$ cat config.mk
export PLATFORM = sky130hd
export DESIGN_NAME = prog_loader
export DESIGN_NICKNAME = d
export VERILOG_FILES = /design/src/rtl/prog_loader_pkg.sv /design/src/rtl/prog_loader_byte_packer.sv /design/src/rtl/prog_loader.sv
export SDC_FILE = /design/constraint.sdc
export NUM_CORES = 1
export LEC_CHECK = 0
export CAP_MARGIN = 30
export CORE_ASPECT_RATIO = 1.4
export CORE_UTILIZATION = 50
export DETAILED_ROUTE_END_ITERATION = 12
export PLACE_DENSITY = 0.77
export SYNTH_ARGS = -nofsm -noshare
export SYNTH_HDL_FRONTEND = slang
export SYNTH_HIERARCHICAL = 1
export SYNTH_SLANG_ARGS = --single-unit
$ cat constraint.sdc
create_clock -name i_clk -period 2.6 [get_ports i_clk]
set_clock_uncertainty 0.1 [all_clocks]
set_input_delay 0.52 -clock i_clk [delete_from_list [all_inputs] [get_ports i_clk]]
set_output_delay 0.52 -clock i_clk [all_outputs]
set_load 0.01 [all_outputs]
$ cat src/rtl/prog_loader_pkg.sv
// Shared types and constants for the program loader.
package prog_loader_pkg;

   typedef enum logic [2:0] {
      ST_IDLE  = 3'd0,
      ST_HDR   = 3'd1,
      ST_DATA  = 3'd2,
      ST_WRITE = 3'd3,
      ST_CSUM  = 3'd4,
      ST_DONE  = 3'd5,
      ST_ERR   = 3'd6
   } state_t;

   localparam int BYTES_PER_WORD = 4;
   localparam int HDR_BYTES      = 1;

endpackage

$ cat src/rtl/prog_loader_byte_packer.sv
// 4-lane little-endian insert register: i_load writes i_byte into lane i_lane; i_clear zeroes the word.
module byte_packer
   import prog_loader_pkg::*;
(
   input  logic                          i_clk,
   input  logic                          i_clear,
   input  logic                          i_load,
   input  logic [1:0]                    i_lane,
   input  logic [7:0]                    i_byte,
   output logic [8*BYTES_PER_WORD-1:0]   o_word
);

   logic [8*BYTES_PER_WORD-1:0] r_word;

   always_ff @(posedge i_clk) begin
      if (i_clear) begin
         r_word <= '0;
      end else if (i_load) begin
         for (int i = 0; i < BYTES_PER_WORD; i++) begin
            if (i_lane == 2'(i)) r_word[8*i +: 8] <= i_byte;
         end
      end
   end

   assign o_word = r_word;

endmodule

$ cat src/rtl/prog_loader.sv
// Length-prefixed byte-stream loader into instruction memory; holds the CPU while loading.
// Optional trailing XOR checksum byte when LOADER_CHECKSUM_EN is defined.
module prog_loader
   import prog_loader_pkg::*;
#(
   parameter int ADDR_W = 6,
   parameter int DEPTH  = 64
)(
   input  logic              i_clk,
   input  logic              i_rst,
   input  logic              i_start,
   input  logic              i_byte_valid,
   input  logic [7:0]        i_byte_data,
   output logic              o_byte_ready,
   output logic              o_imem_we,
   output logic [ADDR_W-1:0] o_imem_waddr,
   output logic [31:0]       o_imem_wdata,
   output logic              o_cpu_hold,
   output logic              o_done,
   output logic              o_err
);

`ifdef LOADER_CHECKSUM_EN
   localparam state_t ST_LAST = ST_CSUM;
`else
   localparam state_t ST_LAST = ST_DONE;
`endif

   state_t            r_state;
   state_t            w_state_nxt;
   logic [ADDR_W:0]   r_word_idx;
   logic [ADDR_W:0]   r_n;
   logic [1:0]        r_byte_idx;
   logic [ADDR_W:0]   w_word_nxt;
   logic              w_xfer;
   logic              w_start_take;
   logic              w_load;
   logic [31:0]       w_word;

   assign w_xfer       = i_byte_valid && o_byte_ready;
   assign w_start_take = i_start && (r_state == ST_IDLE || r_state == ST_DONE || r_state == ST_ERR);
   assign w_load       = w_xfer && (r_state == ST_DATA);
   assign w_word_nxt   = r_word_idx + {{ADDR_W{1'b0}}, 1'b1};

   always_ff @(posedge i_clk) begin
      if (i_rst) r_state <= ST_IDLE;
      else       r_state <= w_state_nxt;
   end

`ifdef LOADER_CHECKSUM_EN
   logic [7:0] r_csum;

   always_ff @(posedge i_clk) begin
      if (i_rst || w_start_take) r_csum <= '0;
      else if (w_load)           r_csum <= r_csum ^ i_byte_data;
   end
`endif

   always_comb begin
      w_state_nxt = r_state;
      case (r_state)
         ST_IDLE, ST_DONE, ST_ERR: begin
            if (i_start) w_state_nxt = ST_HDR;
         end
         ST_HDR: begin
            if (w_xfer) begin
               if (i_byte_data == 8'd0)               w_state_nxt = ST_LAST;
               else if (int'(i_byte_data) > DEPTH)    w_state_nxt = ST_ERR;
               else                                   w_state_nxt = ST_DATA;
            end
         end
         ST_DATA: begin
            if (w_xfer && r_byte_idx == 2'(BYTES_PER_WORD - 1)) w_state_nxt = ST_WRITE;
         end
         ST_WRITE: begin
            w_state_nxt = (w_word_nxt == r_n) ? ST_LAST : ST_DATA;
         end
`ifdef LOADER_CHECKSUM_EN
         ST_CSUM: begin
            if (w_xfer) w_state_nxt = (i_byte_data == r_csum) ? ST_DONE : ST_ERR;
         end
`endif
         default: w_state_nxt = ST_IDLE;
      endcase
   end

   // Header width fits in ADDR_W+1 bits whenever it passes the DEPTH check.
   always_ff @(posedge i_clk) begin
      if (i_rst || w_start_take) begin
         r_word_idx <= '0;
         r_byte_idx <= '0;
         r_n        <= '0;
      end else begin
         if (r_state == ST_HDR && w_xfer) r_n <= i_byte_data[ADDR_W:0];
         if (w_load) r_byte_idx <= r_byte_idx + 2'd1;
         if (r_state == ST_WRITE) begin
            r_word_idx <= w_word_nxt;
            r_byte_idx <= '0;
         end
      end
   end

   byte_packer u_packer (
      .i_clk   (i_clk),
      .i_clear (i_rst || w_start_take),
      .i_load  (w_load),
      .i_lane  (r_byte_idx),
      .i_byte  (i_byte_data),
      .o_word  (w_word)
   );

   // Outputs decode only flopped state, so they move only on the clock edge.
   always_comb begin
      o_byte_ready = (r_state == ST_HDR) || (r_state == ST_DATA) || (r_state == ST_CSUM);
      o_imem_we    = (r_state == ST_WRITE);
      o_cpu_hold   = (r_state != ST_IDLE) && (r_state != ST_DONE);
      o_done       = (r_state == ST_DONE);
      o_err        = (r_state == ST_ERR);
      o_imem_waddr = r_word_idx[ADDR_W-1:0];
      o_imem_wdata = w_word;
   end

endmodule

==> out/results.ini <==
[floorplan]
num_rows = 30
die_y_um = 86.0
coreArea_um2 = 4840
dieArea_um2 = 5330
ioPinCount = 55
start_util_pct = 52.0
dieWidth_um = 62.0

[pwr]
p_sw_uw = 626
vdd_ir_drop_max_v = 0.000441
p_comb_share_pct = 32.4
p_seq_share_pct = 44.7
p_int_mw = 1.32
pwr_density_cell_nw_per_um2 = 609
pwr-share-clk_pct = 22.9
swShare_pct = 32.1
leakage_nw = 1.27

[global_route]
track_usage_pct = 22.9
overflow = 0
antenna_found_initial = 0
grt_max_degree = 17
first_global_vias = 2014
grt_pass1_wl_um = 9250

[layout]
area_growth_pct = 27.0
fin_util_pct = 66.0
nets = 344
layout-drive-gt1-share_pct = 8.16
nFillCells = 432
n_antenna_cell = 0

[sta]
finalWorstSetupSlack_ns = 0.133
finalSetupTns_ns = 0
period_needed_ns = 2.47
fmax_mhz = 405
slew_viol_final = 0
whs_ns = 0.374
setup_viol = 0
slew_headroom_pct = 63.8
worst_pin_slew_ns = 0.542
rsz0062_at_grt = no
period_share_pct = 94.9
hold_viol = 0

[yosys]
synth_top_area_share_pct = 40.6
synth_warnings = 6
synthCells = 278
synth_area_leaders = dfxtp_1, mux2i_1, nand2b_1, nand2_1, xnor2_1
syn-num-nets = 292
synth_cell_type_count = 47
ys_seq_elements = 51
ys_seq_area_share_pct = 40.6
syn-cell-area_um2 = 2520
avgSynthCellArea_um2 = 9.06
synth_top_area_cell = dfxtp_1
synth-edff-count = 0
async_flop_share_pct = 0
synth_flop_cell = dfxtp_1

[clocking]
post-cts-setup-buffer-count = 0
cts_buffer_depth = 2
cts_root_buffer = clkbuf_8
cts.reportedPaths.clkPinSlew_ns = 0.09
clk_latency_ns = 0.30
cts_tree = done
cts.sinks = 51
h-tree-depth = 2
numCtsBuffers = 5
holdBufCountCts = 0

[route]
ant_nets = 0
first_pass_iters = 4
drtIter0Drc = 92
wirelength_um = 5480
vias_per_cell = 5.18
num_vias = 2046
drc = 0
routedWlPerCell_um = 13.9

[placed_design]
io_buffers = 54
gp_congestion = 0.830
place_ws_ns = 0.259
hpwl_um = 4170

[setup_path]
reg2reg_from = r_state[1]
cp_max_fo = 11
startpoint = r_state[1]
start_kind = register
criticalPathCategory = reg -> out
endpoint_kind = output pin
cp.arrival_ns = 1.85
required_ns = 1.98

[worst_hold_path]
hp-class = reg -> reg
worstHoldStart = u_packer/o_word[11]

[run_status]
status = finished, final reports clean

[run]
drv_cap = 0

-- layout make-up --
type	count	area, um^2	area share, %
well taps	64	80.1	2.50
flip-flops and latches	51	1020	32.0
clock inverters	2	12.5	0.391
clock buffers	6	72.6	2.27
repair buffers	66	631	19.7
multi-input cells	202	1370	42.7
inverters	4	15.0	0.469
-- per-stage QoR --
stage	instance area, um^2	power [mW]	std cells
3_3_place_gp	3110	1.51	387
4_1_cts	3200	1.96	395
5_1_grt	3200	2.06	395
3_5_place_dp	3110	1.52	387
2_1_floorplan	2520	1.29	278
6_report	3200	1.95	395
-- registers in the layout, summed over array words and instances (netlist names) --
register         flops
r_n                  7
r_word_idx           7
r_byte_idx           2
u_packer/o_word     32
r_state              3
-- critical path: stages, from the launching register on --
cell and delay, ns:
dfxtp_2 0.44, nor2b_1 0.29, nor2_1 0.11, o21ai_0 0.16, clkdlybuf4s50_1 0.56
-- worst paths after layout --
kind                         endpoint  slack [ns]  cells after the start
hold / removal    u_packer/o_word[11]        0.37                      2
setup / recovery         o_byte_ready        0.13                      4
setup reg to reg  u_packer/o_word[23]        0.56                      7
hold reg to reg   u_packer/o_word[11]        0.37                      2
-- power by group through the flow --
stage               sequential (mW)  combinational, mW  clock (mW)
CTS                           0.868              0.634       0.454
global route                  0.878              0.695       0.487
detailed placement            0.886              0.632           0
global placement              0.884              0.626           0
finish                        0.870              0.630       0.446
floorplan                     0.875              0.414           0
-- cells in the final DEF (no fill, tap or decap), drive strengths merged, types with 2 or more instances in the layout --
master         count
buf               12
nand3b             3
clkdlybuf4s50     54
and2               2
xor2               4
dfxtp             51
nand2             28
a221oi             2
nor2              17
nand2b            46
xnor2             11
mux2i             33
o21ai              4
ha                 2
nor2b              4
nor3               4
o2111ai            2
clkbuf             6
a31oi              2
nand3              6
or2                2
a211oi             2
a21oi             10
inv                4
-- what timing repair did --
action                                  4_1_cts  5_1_grt
gates resized for setup                       1        1
endpoints found under the setup margin        1        2
gates cloned                                  0        0
-- cells by family after synthesis --
logic type,share of synthesized area [%]
muxes,13.6
xor gates and xnor gates,5.22
buffers and inverters,5.32
DFF,40.6
AOI/OAI and AO/OA,8.85
adders and majority gates,0.994
and+or+nand+nor,25.5
-- synthesized netlist by cell type (all sizes together) (2+ instances only) --
| library cell | n |
|---|---|
| a31oi | 2 |
| nand3b | 3 |
| dfxtp | 51 |
| xnor2 | 11 |
| o21ai | 4 |
| buf | 15 |
| nor2 | 17 |
| clkbuf | 6 |
| nand3 | 6 |
| xor2 | 4 |
| nor2b | 4 |
| a211oi | 2 |
| nor3 | 4 |
| inv | 4 |
| nand2 | 28 |
| a21oi | 10 |
| or2 | 2 |
| a221oi | 2 |
| and2 | 2 |
| o2111ai | 2 |
| nand2b | 46 |
| mux2i | 33 |
| ha | 2 |
-- per-layer routing --
layer	GRT usage, %	share of wire (%)
met1	28.1	44
met2	38.8	52
met3	4.07	2.3
met4	8.28	1.3
met5	0	0
No activity file was read; power rests on OpenSTA's default activity.
